## config.mk

```make
export PLATFORM = sky130hd
export DESIGN_NAME = branch_predictor
export DESIGN_NICKNAME = d
export VERILOG_FILES = /design/src/rtl/bp_pkg.sv /design/src/rtl/bp_sat_counter.sv /design/src/rtl/branch_predictor.sv
export SDC_FILE = /design/constraint.sdc
export NUM_CORES = 1
export LEC_CHECK = 0
export CAP_MARGIN = 25
export CORE_MARGIN = 4
export CORE_UTILIZATION = 53
export DETAILED_ROUTE_END_ITERATION = 7
export PLACE_DENSITY_LB_ADDON = 0.08
export SYNTH_ARGS = -nofsm -noshare
export SYNTH_HDL_FRONTEND = slang
export SYNTH_SLANG_ARGS = --single-unit
export TNS_END_PERCENT = 10
```

## constraint.sdc

```tcl
create_clock -name clk_i -period 6.3 [get_ports clk_i]
set_input_delay 0.945 -clock clk_i [delete_from_list [all_inputs] [get_ports clk_i]]
set_output_delay 0.945 -clock clk_i [all_outputs]
set_load 0.1 [all_outputs]
```

## src/rtl/bp_pkg.sv

```systemverilog
// Shared types and helpers for the 2-bit saturating-counter branch predictor.
package bp_pkg;

  typedef enum logic [1:0] {
    SNT = 2'b00,
    WNT = 2'b01,
    WT  = 2'b10,
    ST  = 2'b11
  } ctr_e;

  // Saturating step: taken moves toward ST, not-taken moves toward SNT.
  function automatic ctr_e sat_next(input ctr_e cur, input logic taken);
    ctr_e nxt;
    nxt = cur;
    case (cur)
      SNT:     nxt = taken ? WNT : SNT;
      WNT:     nxt = taken ? WT  : SNT;
      WT:      nxt = taken ? ST  : WNT;
      ST:      nxt = taken ? ST  : WT;
      default: nxt = cur;
    endcase
    return nxt;
  endfunction

  // Word address of a PC; callers keep the low IDX_W bits as the table index.
  function automatic logic [29:0] pc_word(input logic [31:0] pc);
    return pc[31:2];
  endfunction

endpackage

```

## src/rtl/bp_sat_counter.sv

```systemverilog
// One predictor table entry: a 2-bit saturating counter with enable and direction.
module bp_sat_counter
  import bp_pkg::*;
#(
  parameter logic [1:0] INIT_STATE = 2'b10
) (
  input  logic       clk_i,
  input  logic       rst_i,
  input  logic       en_i,
  input  logic       taken_i,
  output logic [1:0] state_o
);

  ctr_e state_q, state_d;

  // NOTE: default assigned first so every path drives state_d and no latch is inferred.
  always_comb begin
    state_d = state_q;
    if (en_i) state_d = sat_next(state_q, taken_i);
  end

  // NOTE: non-blocking assignment for state; each entry is a flop, so the whole table resets.
  always_ff @(posedge clk_i) begin
    if (rst_i) state_q <= ctr_e'(INIT_STATE);
    else       state_q <= state_d;
  end

  assign state_o = state_q;

endmodule

```

## src/rtl/branch_predictor.sv

```systemverilog
// Branch predictor: 2-bit counter table read in ID, carried prediction in ID/EX,
// mispredict detection and table update in EX, plus saturating perf counters.
module branch_predictor
  import bp_pkg::*;
#(
  parameter int         IDX_W      = 4,
  parameter logic [1:0] INIT_STATE = 2'b10,
  parameter int         CNT_W      = 32
) (
  input  logic             clk_i,
  input  logic             rst_i,
  input  logic             start_i,
  input  logic             id_branch_i,
  input  logic [31:0]      id_pc_i,
  input  logic             id_stall_i,
  input  logic             ex_branch_i,
  input  logic [31:0]      ex_pc_i,
  input  logic             ex_taken_i,
  output logic             predict_taken_o,
  output logic             mispredict_o,
  output logic [CNT_W-1:0] branch_cnt_o,
  output logic [CNT_W-1:0] mispredict_cnt_o
);

  localparam int ENTRIES = 1 << IDX_W;

  logic [IDX_W-1:0] id_idx, ex_idx;
  logic             upd_en;
  logic [1:0]       table_w [ENTRIES];

  logic             ex_pred_q, ex_pred_d;
  logic [CNT_W-1:0] branch_cnt_q, branch_cnt_d;
  logic [CNT_W-1:0] mispredict_cnt_q, mispredict_cnt_d;

  assign id_idx = IDX_W'(pc_word(id_pc_i));
  assign ex_idx = IDX_W'(pc_word(ex_pc_i));
  assign upd_en = start_i & ex_branch_i;

  logic unused_pc_bits;
  assign unused_pc_bits = ^{id_pc_i[1:0], ex_pc_i[1:0]};

  for (genvar i = 0; i < ENTRIES; i++) begin : g_entry
    bp_sat_counter #(
      .INIT_STATE (INIT_STATE)
    ) u_entry (
      .clk_i   (clk_i),
      .rst_i   (rst_i),
      .en_i    (upd_en && (ex_idx == IDX_W'(i))),
      .taken_i (ex_taken_i),
      .state_o (table_w[i])
    );
  end

  // ID reads the registered table, so a same-cycle EX update is not visible yet.
  assign predict_taken_o = start_i & id_branch_i & table_w[id_idx][1];
  assign mispredict_o    = start_i & ex_branch_i & (ex_taken_i ^ ex_pred_q);

  always_comb begin
    ex_pred_d        = ex_pred_q;
    branch_cnt_d     = branch_cnt_q;
    mispredict_cnt_d = mispredict_cnt_q;
    if (start_i) begin
      ex_pred_d = (mispredict_o || id_stall_i) ? 1'b0 : predict_taken_o;
      if (ex_branch_i && (branch_cnt_q != '1))
        branch_cnt_d = branch_cnt_q + CNT_W'(1);
      if (mispredict_o && (mispredict_cnt_q != '1))
        mispredict_cnt_d = mispredict_cnt_q + CNT_W'(1);
    end
  end

  always_ff @(posedge clk_i) begin
    if (rst_i) begin
      ex_pred_q        <= 1'b0;
      branch_cnt_q     <= '0;
      mispredict_cnt_q <= '0;
    end else begin
      ex_pred_q        <= ex_pred_d;
      branch_cnt_q     <= branch_cnt_d;
      mispredict_cnt_q <= mispredict_cnt_d;
    end
  end

  assign branch_cnt_o     = branch_cnt_q;
  assign mispredict_cnt_o = mispredict_cnt_q;

endmodule

```

**After elaboration in Yosys (flattened, before gate mapping)**

Cells that the tools add are included.

- Add/sub/neg operators: 2
- Multiply operators: 0
- Div/mod/pow operators: 0
- Magnitude comparators: 1
- Eq/ne operators: 65
- Shift-type cells: 0
- Muxes and demuxes: 24
- Bitwise logic cells: 6
- Reductions and logical operators: 38

Operator list:

| kind | count |
|---|---|
| $pmux 2 s4 | 16 |
| $add 32x1->32 const B | 2 |
| $eq 2x2->1 const B | 32 |
| $ne 32x32->1 const B | 2 |
| $eq 2x1->1 const B | 16 |
| $eq 4x4->1 const B | 8 |
| $logic_not 2->1 | 16 |
| $logic_and 1x1->1 | 18 |
| $eq 4x3->1 const B | 4 |
| $bmux 2 s4 | 1 |
| $eq 4x2->1 const B | 2 |
| $mux 2 | 4 |
| $ge 5x5->1 const B | 1 |
| $not 4->5 | 1 |
| $and 1x1->1 | 4 |
| $eq 4x1->1 const B | 1 |
| $logic_not 4->1 | 1 |
| $reduce_and 2->1 | 2 |
| $mux 1 | 3 |
| $logic_or 1x1->1 | 1 |
| $xor 1x1->1 | 1 |

- Register bits after elaboration: 97
- Latch bits: 0
- RAM bits: 0
- ROM bits: 0
- Bits of input ports: 71
- Output and inout bits: 66
- Word-level logic and storage cells: 155
- Memories: 0

**Longest topological paths before layout**

- Depth in word-level cells: 6
- Gate-level depth with buffers: 8
- Gate-level depth less buffers: 6

**By module**

Synthesis repeated with hierarchy kept, for this count alone.

- Cells, all modules: 624
- Area, all modules: 5019.8 sq um

By module, submodules not included:

| module | instances | cells an instance | area each (sq um) |
|---|---|---|---|
| branch_predictor | 1 | 448 | 3598.5 |
| bp_sat_counter | 16 | 11 | 88.8 |

**Least setup slack after synthesis**

No wires, ideal clock.

- Path type: input to register
- Start point: in start_i
- End point: reg mispredict_cnt_q[11] (netlist: mispredict_cnt_o[11])
- Arrival time: 3.649 ns
- Required time: 6.230 ns
- Path slack: 2.581 ns
- Stages: 6
- Cell sequence: buf_2 > nand2_1 > nor2_1 > nand2_1 > or4_1 > a21oi_1

- Word-level cells in the longest chain between the ends: 4

Ends and longest elaborated chain:

| element | line | RTL |
|---|---|---|
| start: declaration | branch_predictor.sv:12 | `input logic start_i,` |
| $and 1x1->1 (2 in series) | branch_predictor.sv:56 | `assign mispredict_o = start_i & ex_branch_i & (ex_taken_i ^ ex_pred_q);` |
| via mispredict_o | branch_predictor.sv:20 | `output logic mispredict_o,` |
| $logic_and 1x1->1 | branch_predictor.sv:66 | `if (mispredict_o && (mispredict_cnt_q != '1))` |
| $reduce_and 2->1 (no line) | - |  |
| end signal: assignment | branch_predictor.sv:79 | `mispredict_cnt_q <= mispredict_cnt_d;` |
| end: declaration | branch_predictor.sv:33 | `logic [CNT_W-1:0] mispredict_cnt_q, mispredict_cnt_d;` |

The timed path passes the listed nets, and every way through them passes these cells.
A chain may end at the register's enable or synchronous reset.

**Worst setup path in the final report**

- Start point: in id_pc_i[2]
- End point: out predict_taken_o

- Word-level cells in the longest chain between the ends: 5

Ends and longest elaborated chain:

| element | line | RTL |
|---|---|---|
| start: declaration | branch_predictor.sv:14 | `input logic [31:0] id_pc_i,` |
| $not 4->5 (implied by the code) | branch_predictor.sv:55 | `assign predict_taken_o = start_i & id_branch_i & table_w[id_idx][1];` |
| $bmux 2 s4 | branch_predictor.sv:55 |  |
| $mux 2 (implied by the code) (2 in series) | branch_predictor.sv:55 |  |
| $and 1x1->1 | branch_predictor.sv:55 |  |
| end: declaration | branch_predictor.sv:19 | `output logic predict_taken_o,` |

No other way between the ends. The select of a mux whose other input is x is not followed.

==> metrics.yaml <==
floorplan:
  fp.dieH_um: 107
  core_um2: 9370
  die-area_um2: 11400
  placementRows: 35
  die_w_um: 107
  num_io_pins: 137
  start_util_pct: 55.2
synthesis:
  synth_edf_count: 0
  yosys-top-cells-area: "dfxtp_1 (38%), a21oi_1 (7.1%), nand2_1 (5.2%), mux2_2 (3.3%), nor2_1 (3.3%)"
  synth_top_family_by_area: "simple AND/OR/NAND/NOR gates"
  synthAdderAreaFrac_pct: 0.484
  synth.distinct_cells: 62
  synth_nets: 701
  synthArstFlopShare_pct: 0
  synthMuxAreaShare_pct: 4.91
  syn_area_um2: 5170
  synth_top_area_share_pct: 37.6
  synthCells: 628
  seq_area_frac_synth_pct: 37.6
  synth_compound_gate_area_share_pct: 18.9
  synth.ff_latch_count: 97
  synthSimpleGateAreaFrac_pct: 32.6
  yosysTopAreaCell: "dfxtp_1"
  synth-main-ff-cell: "dfxtp_1"
  avgSynthCellArea_um2: 8.23
  yosysWarnings: 0
  synth-xor-area-share_pct: 2.52
timing:
  hold_violations: 0
  fin_crit_ns: 4.56
  layout_setup_ws_ns: 1.74
  fmax_mhz: 219
  fin_crit_sh_pct: 72.3
  rsz0062_at_grt: "false"
  drv_slew: 0
  finalSetupViolCount: 0
  tns_ns: 0
  slew_headroom_pct: 33.5
  max_slew.worst_pin.slew_ns: 0.994
  fin_skew_ns: 0.0115
final_layout:
  fin_area_um2: 6220
  syn2layout_area_growth_pct: 20.4
  final_core_util_pct: 66.4
  drive_above_1_share_pct: 10.6
  final_cell_mix: "dfxtp_1 (97), clkdlybuf4s50_1 (79), a21oi_1 (73), nand2_1 (71), nor2_1 (45)"
  final_common_cell: "dfxtp_1"
  fin_nets: 763
  diodes: 0
power_and_ir_drop:
  worst_ir_drop_vdd_uv: 123
  power_mw: 1.17
  powerDensity_nw_per_um2: 188
  power_leakage_nw: 2.03
worst_setup_path:
  arrival_ns: 3.61
  critical_path_required_ns: 5.35
  path_cells: "clkdlybuf4s50_1, mux4_2, o22ai_1, o32ai_1, and3_1, clkdlybuf4s50_1"
  setup.worst_path.end_class: "output port"
  crit_path_frequent_cell: "clkdlybuf4s50_1"
  crit_type: "primary input to output port"
  startpoint: "id_pc_i[2]"
  rr_worst_depth: 6
  slowest_stage: "clkdlybuf4s50_1"
  crit_fanout: 7
  slowest_delay_ns: 1.14
  worst_r2r_startpoint: "branch_cnt_o[0]$_SDFFE_PP0P_"
  start_kind: "primary input"
detailed_routing:
  dr.pass1.iters: 5
  post_drt_wl_per_cell_um: 15.4
  wl_um: 12700
  ant_nets: 0
  num_vias: 4937
  drt_iter0_drc: 345
  vias_per_cell: 5.99
  drc: 0
grt:
  grt-ovfl-total: 0
  grt_start_max_net_pins: 92
  grt_pass1_wl_um: 21800
  antenna_found_initial: 0
  grt_pass1_vias: 4673
  grt_usage_pct: 22.8
clocking:
  clk_pin_slew_ns: 0.10
  clkSinkCount: 97
  cts-resized-gates: 0
  clockRootBuffer: "clkbuf_8"
  tritoncts: "done"
  clock_path_buffers: 2
  postCtsSetupBuffers: 0
  cts_hold_buffers: 0
  cts_buffers: 9
  clk_latency_ns: 0.36
  cts_max_level: 3
place:
  dp_slack_ns: 1.77
  hpwl_um: 8910
  place.gp.congestion: 0.799
  dpl_cell_area_um2: 6020
  port_buffers: 80
status:
  status: "complete, no violations"
hold_path:
  min-delay-start: "g_entry[5].u_entry.state_o[0]$_SDFFE_PP0P_"
  holdCritPathClass: "register to register"
  holdPathStages: 1
flow_run:
  maxCapViolCount: 0
## path summary, 6_finish.rpt
| check | to | slack [ns] |
|---|---|---|
| worst max-delay path | predict_taken_o | 1.74 |
| worst max register to register | branch_cnt_o[3]$_SDFFE_PP0P_ | 3.52 |
| worst min-delay path | g_entry[5].u_entry.state_o[0]$_SDFFE_PP0P_ | 0.48 |
| worst min register to register | g_entry[5].u_entry.state_o[0]$_SDFFE_PP0P_ | 0.48 |
## stage by stage
| step | hold WS [ns] | std cells |
|---|---|---|
| after floorplan | 0.449 | 628 |
| after global placement | 0.461 | 808 |
| final | 0.484 | 824 |
| after global routing | 0.507 | 824 |
| after CTS | 0.486 | 824 |
| after detailed placement | 0.468 | 808 |
## power by group
part / internal [mW] / leakage (nW) / switching, mW
sequential: 0.627 / 0.785 / 0.0167
combinational: 0.0446 / 1.15 / 0.0665
clock: 0.195 / 0.103 / 0.222
total: 0.867 / 2.03 / 0.305
## Yosys cell counts, types with 2 or more instances
cell	count
nor2b_1	19
nand4_1	20
nor4_4	2
or3_1	22
o21bai_1	11
buf_2	6
o31ai_1	13
mux4_2	2
dfxtp_1	97
or4_1	13
mux2_2	15
nand4b_1	3
a21oi_1	73
clkbuf_1	23
or3_2	2
and4_1	10
nand2_1	71
or2_2	15
mux2_4	2
ha_1	2
nor3_1	10
and2_1	4
nor3_2	2
or4_4	2
o22ai_1	5
inv_1	4
nand4_2	3
buf_4	2
nor4_1	7
nor2_1	45
a211oi_1	2
xnor2_1	2
and3_1	7
xor2_1	11
buf_1	2
a311oi_1	12
nand2b_1	8
a21boi_0	2
nand3_1	19
o21ai_0	32
nor4b_1	5
## final cells by class
| class | count | area [µm²] |
|---|---|---|
| Clock buffer | 10 | 138 |
| Clock inverter | 6 | 65.1 |
| Fill cell | 820 | 3150 |
| Inverter | 5 | 18.8 |
| Multi-Input combinational cell | 493 | 3070 |
| Sequential cell | 97 | 1940 |
| Tap cell | 129 | 161 |
| Timing Repair Buffer | 84 | 828 |
## state kept, by name (all words and copies together) (netlist names)
name and flops:
g_entry.u_entry.state_o 32, mispredict_cnt_o 32, branch_cnt_o 32, ex_pred_q 1
## metal layers
layer	global-route usage [%]	wire length, µm	vias up	part of all wire [%]
met5	0	0	-	0
met4	7.03	131	0	1.0
met3	4.03	638	13	5.0
met2	39.4	6390	140	50
met1	28.9	5560	2339	44
li1	-	-	2445	-
## cells by family (layout without fill, tap and decap cells)
kind of cell | count (synthesis) | after routing
compound gates | 161 | 161
xor+xnor | 14 | 14
simple gates | 296 | 296
buf+inv | 38 | 105
flops | 97 | 97
mux | 20 | 20
fa+ha+maj | 2 | 2
## worst max-delay path, delay by kind of cell
family / cells / cell delay, ns
AO/OA/AOI/OAI: 2 / 0.38
buffers and inverters: 2 / 1.79
multiplexers: 1 / 0.26
AND/OR/NAND/NOR: 1 / 0.23
No activity file was read; power rests on OpenSTA's default activity.
